`config.mk`:
```
export PLATFORM = sky130hd
export DESIGN_NAME = doy_to_date
export DESIGN_NICKNAME = d
export VERILOG_FILES = /design/src/rtl/clock_date_pkg.sv /design/src/rtl/month_len_rom.sv /design/src/rtl/doy_to_date.sv
export SDC_FILE = /design/constraint.sdc
export NUM_CORES = 1
export LEC_CHECK = 0
export ABC_AREA = 1
export BUFFER_PORTS_ARGS = -buffer_cell sky130_fd_sc_hd__buf_4
export CAP_MARGIN = 20
export CORE_ASPECT_RATIO = 0.5
export CORE_MARGIN = 1.5
export CORE_UTILIZATION = 51
export CTS_CLUSTER_DIAMETER = 50
export DETAILED_ROUTE_END_ITERATION = 10
export GPL_TIMING_DRIVEN = 0
export PLACE_DENSITY = 0.75
export SYNTH_ARGS = -nofsm -noshare
export SYNTH_HDL_FRONTEND = slang
export SYNTH_SLANG_ARGS = --single-unit
```
`constraint.sdc`:
```
create_clock -name clk -period 2.1 [get_ports clk]
set_input_delay 0.21 -clock clk [delete_from_list [all_inputs] [get_ports clk]]
set_output_delay 0.21 -clock clk [all_outputs]
set_load 0.05 [all_outputs]
```
`src/rtl/clock_date_pkg.sv`:
```
// Shared date constants, month encodings and converter FSM states.
// Pure declarations; used by the date counters and the day-of-year converter.
package clock_date_pkg;

    localparam int MONTH_W = 4;
    localparam int DAY_W   = 5;
    localparam int DOY_W   = 9;

    localparam logic [MONTH_W-1:0] JAN = 4'd1;
    localparam logic [MONTH_W-1:0] FEB = 4'd2;
    localparam logic [MONTH_W-1:0] MAR = 4'd3;
    localparam logic [MONTH_W-1:0] APR = 4'd4;
    localparam logic [MONTH_W-1:0] MAY = 4'd5;
    localparam logic [MONTH_W-1:0] JUN = 4'd6;
    localparam logic [MONTH_W-1:0] JUL = 4'd7;
    localparam logic [MONTH_W-1:0] AUG = 4'd8;
    localparam logic [MONTH_W-1:0] SEP = 4'd9;
    localparam logic [MONTH_W-1:0] OCT = 4'd10;
    localparam logic [MONTH_W-1:0] NOV = 4'd11;
    localparam logic [MONTH_W-1:0] DEC = 4'd12;

    localparam logic [DAY_W-1:0] FEB_DAYS      = 5'd28;
    localparam logic [DAY_W-1:0] FEB_DAYS_LEAP = 5'd29;

    typedef enum logic {
        IDLE = 1'b0,
        CALC = 1'b1
    } state_t;

endpackage

```
`src/rtl/month_len_rom.sv`:
```
// Combinational month-length table, zero latency, no flow control.
// Unknown month indices report 31 days so callers never see a zero length.
module month_len_rom
    import clock_date_pkg::*;
(
    input  logic [MONTH_W-1:0] month,
    input  logic               leap,
    output logic [DAY_W-1:0]   dim
);

    always_comb begin
        dim = 5'd31;
        case (month)
            FEB:                dim = leap ? FEB_DAYS_LEAP : FEB_DAYS;
            APR, JUN, SEP, NOV: dim = 5'd30;
            default:            dim = 5'd31;
        endcase
    end

endmodule

```
`src/rtl/doy_to_date.sv`:
```
// Day-of-year to month/day converter, 1..12 cycles (month number); starts while busy are dropped.
// Optional leap-year support under DOY_LEAP_YEAR_EN adds the leap_year input.
module doy_to_date
    import clock_date_pkg::*;
#(
    parameter int DOY_W   = 9,
    parameter int MAX_DOY = 365
) (
    input  logic               clk,
    input  logic               rst,
    input  logic               start,
    input  logic [DOY_W-1:0]   day_of_year,
`ifdef DOY_LEAP_YEAR_EN
    input  logic               leap_year,
`endif
    output logic               busy,
    output logic               done,
    output logic [MONTH_W-1:0] month,
    output logic [DAY_W-1:0]   day,
    output logic               err
);

    state_t             state, state_nxt;
    logic [DOY_W-1:0]   rem;
    logic [MONTH_W-1:0] cur_month;
    logic [DAY_W-1:0]   dim;
    logic [DOY_W-1:0]   dim_ext;
    logic               leap_q;
    logic               legal;
    logic               last_month;

`ifdef DOY_LEAP_YEAR_EN
    always_comb begin
        legal = (day_of_year != '0) &&
                ({23'd0, day_of_year} <= (leap_year ? MAX_DOY + 1 : MAX_DOY));
    end
`else
    always_comb begin
        legal = (day_of_year != '0) && ({23'd0, day_of_year} <= MAX_DOY);
    end
`endif

    month_len_rom u_rom (
        .month (cur_month),
        .leap  (leap_q),
        .dim   (dim)
    );

    assign dim_ext    = {{(DOY_W-DAY_W){1'b0}}, dim};
    assign last_month = (rem <= dim_ext);

    always_ff @(posedge clk or posedge rst) begin
        if (rst) state <= IDLE;
        else     state <= state_nxt;
    end

    always_comb begin
        state_nxt = state;
        case (state)
            IDLE:    if (start && legal) state_nxt = CALC;
            CALC:    if (last_month)     state_nxt = IDLE;
            default: state_nxt = IDLE;
        endcase
    end

    assign busy = (state == CALC);

    // Datapath: rem walks down by each month length until it fits inside one.
    always_ff @(posedge clk or posedge rst) begin
        if (rst) begin
            rem       <= '0;
            cur_month <= '0;
            leap_q    <= 1'b0;
            done      <= 1'b0;
            month     <= '0;
            day       <= '0;
            err       <= 1'b0;
        end else begin
            done <= 1'b0;
            case (state)
                IDLE: begin
                    if (start && legal) begin
                        rem       <= day_of_year;
                        cur_month <= JAN;
                        err       <= 1'b0;
`ifdef DOY_LEAP_YEAR_EN
                        leap_q    <= leap_year;
`else
                        leap_q    <= 1'b0;
`endif
                    end else if (start) begin
                        err   <= 1'b1;
                        month <= '0;
                        day   <= '0;
                        done  <= 1'b1;
                    end
                end
                CALC: begin
                    if (last_month) begin
                        month <= cur_month;
                        day   <= rem[DAY_W-1:0];
                        done  <= 1'b1;
                    end else begin
                        rem       <= rem - dim_ext;
                        cur_month <= cur_month + 4'd1;
                    end
                end
                default: ;
            endcase
        end
    end

endmodule

```
Yosys cells after proc, flatten, opt, wreduce, memory -nomap -nowiden
Cells that the tools add are included.
{ "op_classes": {"n_reduce_logical": 8, "multipliers": 0, "shifts": 0, "n_eq_ne": 10, "muxes": 24, "order_cmp": 2, "div": 0, "addsub": 2, "bitwise_logic": 1} }
{ "ops": {"columns": ["operator", "n"], "rows": [
  ["$mux W4", 5],
  ["$mux W9", 2],
  ["$pmux W9 S2", 1],
  ["$pmux W4 S2", 2],
  ["$mux W5", 3],
  ["$pmux W5 S2", 1],
  ["$le A9 B5 Y1", 1],
  ["$le A9 B9 Y1 const B", 1],
  ["$reduce_bool A9 Y1", 1],
  ["$sub A9 B5 Y9", 1],
  ["$eq A4 B3 Y1 const B", 2],
  ["$eq A4 B4 Y1 const B", 2],
  ["$ne A2 B2 Y1 const B", 4],
  ["$mux W1", 7],
  ["$add A4 B1 Y4 const B", 1],
  ["$eq A4 B2 Y1 const B", 1],
  ["$pmux W1 S2", 2],
  ["$pmux W2 S2", 1],
  ["$reduce_and A2 Y1", 2],
  ["$reduce_or A4 Y1", 1],
  ["$reduce_and A3 Y1", 1],
  ["$logic_and A1 B1 Y1", 2],
  ["$ne A2 B1 Y1 const B", 1],
  ["$reduce_bool A2 Y1", 1],
  ["$not A1 Y1", 1]
]} }
{ "totals": {"inputBits": 12, "elab_cells": 54, "out_inout_bits": 12, "register_bits": 25, "latchBits": 0, "mem_count": 0, "rom_bits": 0, "ram_bits": 0} }

Logic depth before layout (Yosys ltp)
{ "depth": {"depth_word": 6, "depth_mapped": 14, "depth_no_buf": 14} }

Hierarchy
Synthesis repeated with hierarchy kept, for this count alone.
{ "unflattened": {"cells_unflattened": 247, "hier_area_um2": 1695.4} }
{ "modules_own_cells": {"columns": ["module", "seq_area_each_um2", "area_each_um2", "cells_each", "instances"], "rows": [
  ["doy_to_date", 625.6, 1619.1, 231, 1],
  ["month_len_rom", 0.0, 76.3, 16, 1]
]} }

Worst setup path after synthesis
OpenSTA, ideal clock, no wires.
{ "synth_timing": {"path_kind": "register -> register", "start": "register cur_month[0]", "end": "register rem[8]", "setup_ns": 0.116, "synth_period_minus_slack_ns": 2.194, "required_time_ns": 1.984, "stages_incl_launch_ff": 14, "slack_ns": -0.094, "t_arrival_ns": 2.078, "path_buffers": 0, "path_cell_list": "dfrtp_1 -> inv_1 -> ha_1 -> o21ai_0 -> a22oi_1 -> nor2_1 -> ha_1 -> fa_1 -> nor3_1 -> nor2_1 -> nand3_1 -> nand3_1 -> nand2_2 -> nand2_1"} }
{ "synth_between": {"elab_chain_len": 6, "elab_cells_between_ends": 13, "classes_between": "add/sub (1); order compare (1); eq/ne (6); mux (3); reduce/logical (2)"} }
{ "synth_lines": {"columns": ["element", "line_no", "text"], "rows": [
  ["from (decl)", "doy_to_date.sv:25", "logic [MONTH_W-1:0] cur_month;"],
  ["from (signal assigned)", "doy_to_date.sv:105", "cur_month <= cur_month + 4'd1;"],
  ["$eq A4 B3 Y1 or $eq A4 B4 Y1 (tied branches)", "month_len_rom.sv:13", "case (month)"],
  ["$reduce_or A4 Y1", "month_len_rom.sv:13", null],
  ["$pmux W2 S2 *", "month_len_rom.sv:13", null],
  ["$sub A9 B5 Y9 or $le A9 B5 Y1 (tied branches)", "doy_to_date.sv:104, doy_to_date.sv:50", null],
  ["$mux W9 or $ne A2 B2 Y1 (tied branches)", null, null],
  ["$pmux W9 S2 or $reduce_and A2 Y1 (tied branches)", null, null],
  ["to (signal assigned)", "doy_to_date.sv:83", "rem <= day_of_year;"],
  ["to (signal assigned)", "doy_to_date.sv:104", "rem <= rem - dim_ext;"],
  ["to (decl)", "doy_to_date.sv:24", "logic [DOY_W-1:0] rem;"]
]} }
Every way passes the cells marked *; elsewhere a longest branch is shown, timed or not. The select of a mux whose other input is x is not followed.
A chain may end at the register's enable or synchronous reset.

Worst setup path in the final report
{ "layout_timing": {"start": "register cur_month[1]", "end": "register rem[3]"} }
The elaborated chain is that of the path after synthesis.

==> summary.txt <==
Setup path
  – Crit path DAT: 2390 ps
  – Worst path max stage delay: 470 ps
  – Largest delay contributor family on the critical path: simple AND/OR/NAND/NOR gates
  – Crit-path max FO: 6
  – Critical path cell sequence: inv_2 > ha_1 > o21ai_1 > a22oi_1 > nor2_1 > ha_2 > inv_2 > nor3_4 > nand3_2 > nand3_4 > nand2_4 > buf_4 > nand2_1 > nand2_1
  – Setup crit end kind: flop
  – Worst EP required: 2270 ps
  – Kind of start point of the critical path: flop
  – Worst r2r dst: rem[3]
  – Reg-to-Reg Start: cur_month[1]
  – Slowest-stage cell, CP: dfrtp_2
  – Kind of critical path: reg2reg
  – R2r setup slk: -130 ps
  – CP bufs+invs: 3
  – Reg2Reg Depth: 14

Synthesis
  – Adder-cell share of the synthesized area: 0.05531
  – Net Count, Synth: 245
  – Most numerous cell in the Yosys netlist: nand2_1
  – FF+latch count, synth: 25
  – Simple-gate area share of the yosys netlist: 0.4141
  – Synth Flop Type: dfrtp_1
  – Proportion of synthesized area in mux cells: 0
  – Synth Area in XOR/XNOR: 0.01019
  – Syn_area_per_cell: 7.607 um^2
  – Synth unique cells: 27
  – Yosys warns: 0
  – Largest family of logic cells by synthesized area: simple AND/OR/NAND/NOR gates
  – Ys async rst share: 1.000
  – Sequential cell area fraction in the yosys report: 0.3639
  – Cell area after synthesis: 1719 um^2
  – Post-synth top area cell: dfrtp_1
  – Post-synth top area share: 0.3639
  – Most frequent cells after synthesis: nand2_1 (55), nand3_1 (38), dfrtp_1 (25)
  – Post-synth EDFFs: 0
  – Post-synthesis compound-gate area fraction: 0.05459
  – Synth area leaders: dfrtp_1 (36%), nand2_1 (12%), nand3_1 (11%), nand2_2 (5.8%), nand3_2 (5.8%)
  – Synthesized instance count: 226

Timing
  – Period utilisation layout: 1.062
  – Final Max Slew Viols: 0
  – Final Hold Violating Endpoints: 0
  – Worst slew pin tran: 436.8 ps
  – TNS Setup: -2105 ps
  – Highest Clock Rate: 448.6 MHz
  – Minimum clock period: 2229 ps
  – Clock Skew: 2.912 ps
  – RSZ-0062 raised after global routing: yes
  – Setup ws final: -129.3 ps
  – Slew HR: 0.7085
  – Fin Hold WS: 270.3 ps
  – Final setup viols: 24

Routing
  – Avg WL per Cell: 13.81 um
  – Vias: 1,630
  – DRC errors left: 2
  – Via density: 5.275
  – Final WL: 4267 um
  – Drt first-iter violations: 98
  – ANT nets after route: 0
  – 1st-pass router iterations: 7

Final layout
  – Core Util, Final: 0.7171
  – Area grow syn2layout: 29.33%
  – Ant diodes: 0
  – Reg area: 628.1 um^2
  – NumNets Final: 289
  – Share of layout cells above drive strength 1: 0.3606
  – Fill cells: 240
  – Final Cell Area: 2223 um^2
  – Multi-input gate area: 973.4 um^2
  – Non-Filler Instances: 309

Placement
  – Final GP Congestion: 0.8959
  – Placed Cells: 289
  – Post-detail-place hpwl: 2865 um
  – Worst slack at placement: -213.8 ps
  – Post-placement cell area: 1952 um^2
  – Port bufs: 23

Power
  – Power Dens Cells: 1773 nW/um^2
  – Worst VDD drop: 657.0 uV
  – Total power: 3.943 mW
  – Pleak: 1.154 nW

Clock tree
  – CTS Buffer Depth: 2
  – Num CTS Buffers: 3
  – CTS sink count: 25
  – Clock H-tree levels: 1
  – Later-pin clock latency in the skew report: 270 ps
  – CTS tree: done
  – Root buffer cell: clkbuf_8
  – Worst-path clk slew: 90 ps

Die
  – I/O pins: 24
  – Core area: 3100 um^2
  – Initial Util: 0.5545
  – Die Area: 3750 um^2
  – Die Wd: 85.11 um
  – Die height: 44.06 um
  – Cell Rows: 14

Run status
  – Failing checks: DRC, setup timing
  – Status: finished, violations left

GRT
  – Vias in the first global route: 1,476
  – First-pass GRT wire length: 6775 um
  – GRT Overall Usage: 0.2355
  – Initial antenna violation count: 0
  – Largest net degree at the start of global routing: 26
  – Grt ovf: 0

Min path
  – Hold EP: rem[6]
  – HP Start: day_of_year[6]
  – Hold Crit Class: in2reg
  – WHS Path Cells: 5

Flow run
  – Max Cap Viol: 0
[cells by family after synthesis]
logic type,count (synthesis)
XOR/XNOR,2
AO/OA/AOI/OAI,17
AND/OR/NAND/NOR,143
buffers and inverters,32
adder cells (fa/ha/maj),7
flip-flops,25
[worst reg2reg max path, delay by kind of cell (launching register included)]
family | cells | cell delay, ps
and+or+nand+nor | 7 | 670
adders and majority gates | 2 | 490
DFF | 1 | 470
buffers and inverters | 3 | 270
AOI/OAI and AO/OA | 2 | 230
[area by class of cell]
cell class,count,area share
tap,40,0.02251
sequential,25,0.2825
inverter,22,0.03827
multi-input combinational,169,0.4378
clock buffer,3,0.01857
buffer,10,0.04333
timing repair buffer,39,0.1536
clock inverter,1,0.003376
[how the worst max path moves through the flow]
| stage | startpoint | endpoint | slack [ps] | cells after the start |
|---|---|---|---|---|
| finish | cur_month[1] | rem[3] | -130 | 14 |
| global route | cur_month[1] | rem[8] | -270 | 13 |
| CTS | cur_month[0] | rem[0] | -120 | 14 |
| detailed placement | cur_month[0] | rem[0] | -210 | 14 |
| global placement | cur_month[0] | month[0] | -150 | 12 |
| floorplan | cur_month[0] | rem[8] | 30 | 13 |
[sequential cells by signal (all words and copies together) (netlist names)]
signal,flops
busy,1
cur_month,4
day,5
done,1
err,1
month,4
rem,9
[routing by layer]
layer  share of wire  global-route usage  up-vias  routed length [um]
met5               0                   0        -                   0
met4          0.0091             0.05902        0                  39
met3           0.074             0.05037        8                 316
met2            0.45              0.3810       59                1910
met1            0.47              0.3298      752                2000
li1                -                   -      811                   -
[power breakdown]
part / internal (mW) / leakage (nW) / switching, mW
Clock: 0.135 / 0.0217 / 0.163
Combinational: 1.12 / 0.815 / 1.60
Sequential: 0.710 / 0.318 / 0.214
Total: 1.97 / 1.15 / 1.98
[repair_timing]
item / CTS / global route
endpoints found under the setup margin: 24 / 24
cloned: 0 / 3
buffers inserted: 5 / 6
resized for setup: 8 / 13
hold endpoints to repair: 0 / 9
pin swaps: 5 / 7
hold buffers: 0 / 1
[layout by cell type (no fill, tap or decap), types with 2 or more instances in the layout]
cell,n
nand3_2,11
inv_2,5
buf_6,5
buf_8,3
inv_1,16
nor2_2,3
dfrtp_1,23
nand2_2,16
ha_2,2
nand3_1,36
ha_1,4
nand2_1,54
nand3b_1,2
dfrtp_2,2
o21ai_0,8
clkbuf_16,2
buf_2,2
clkbuf_8,3
buf_4,34
xor2_1,2
o21ai_1,4
nor3_1,2
nor2_1,15
(Power assumes the default switching activity.)
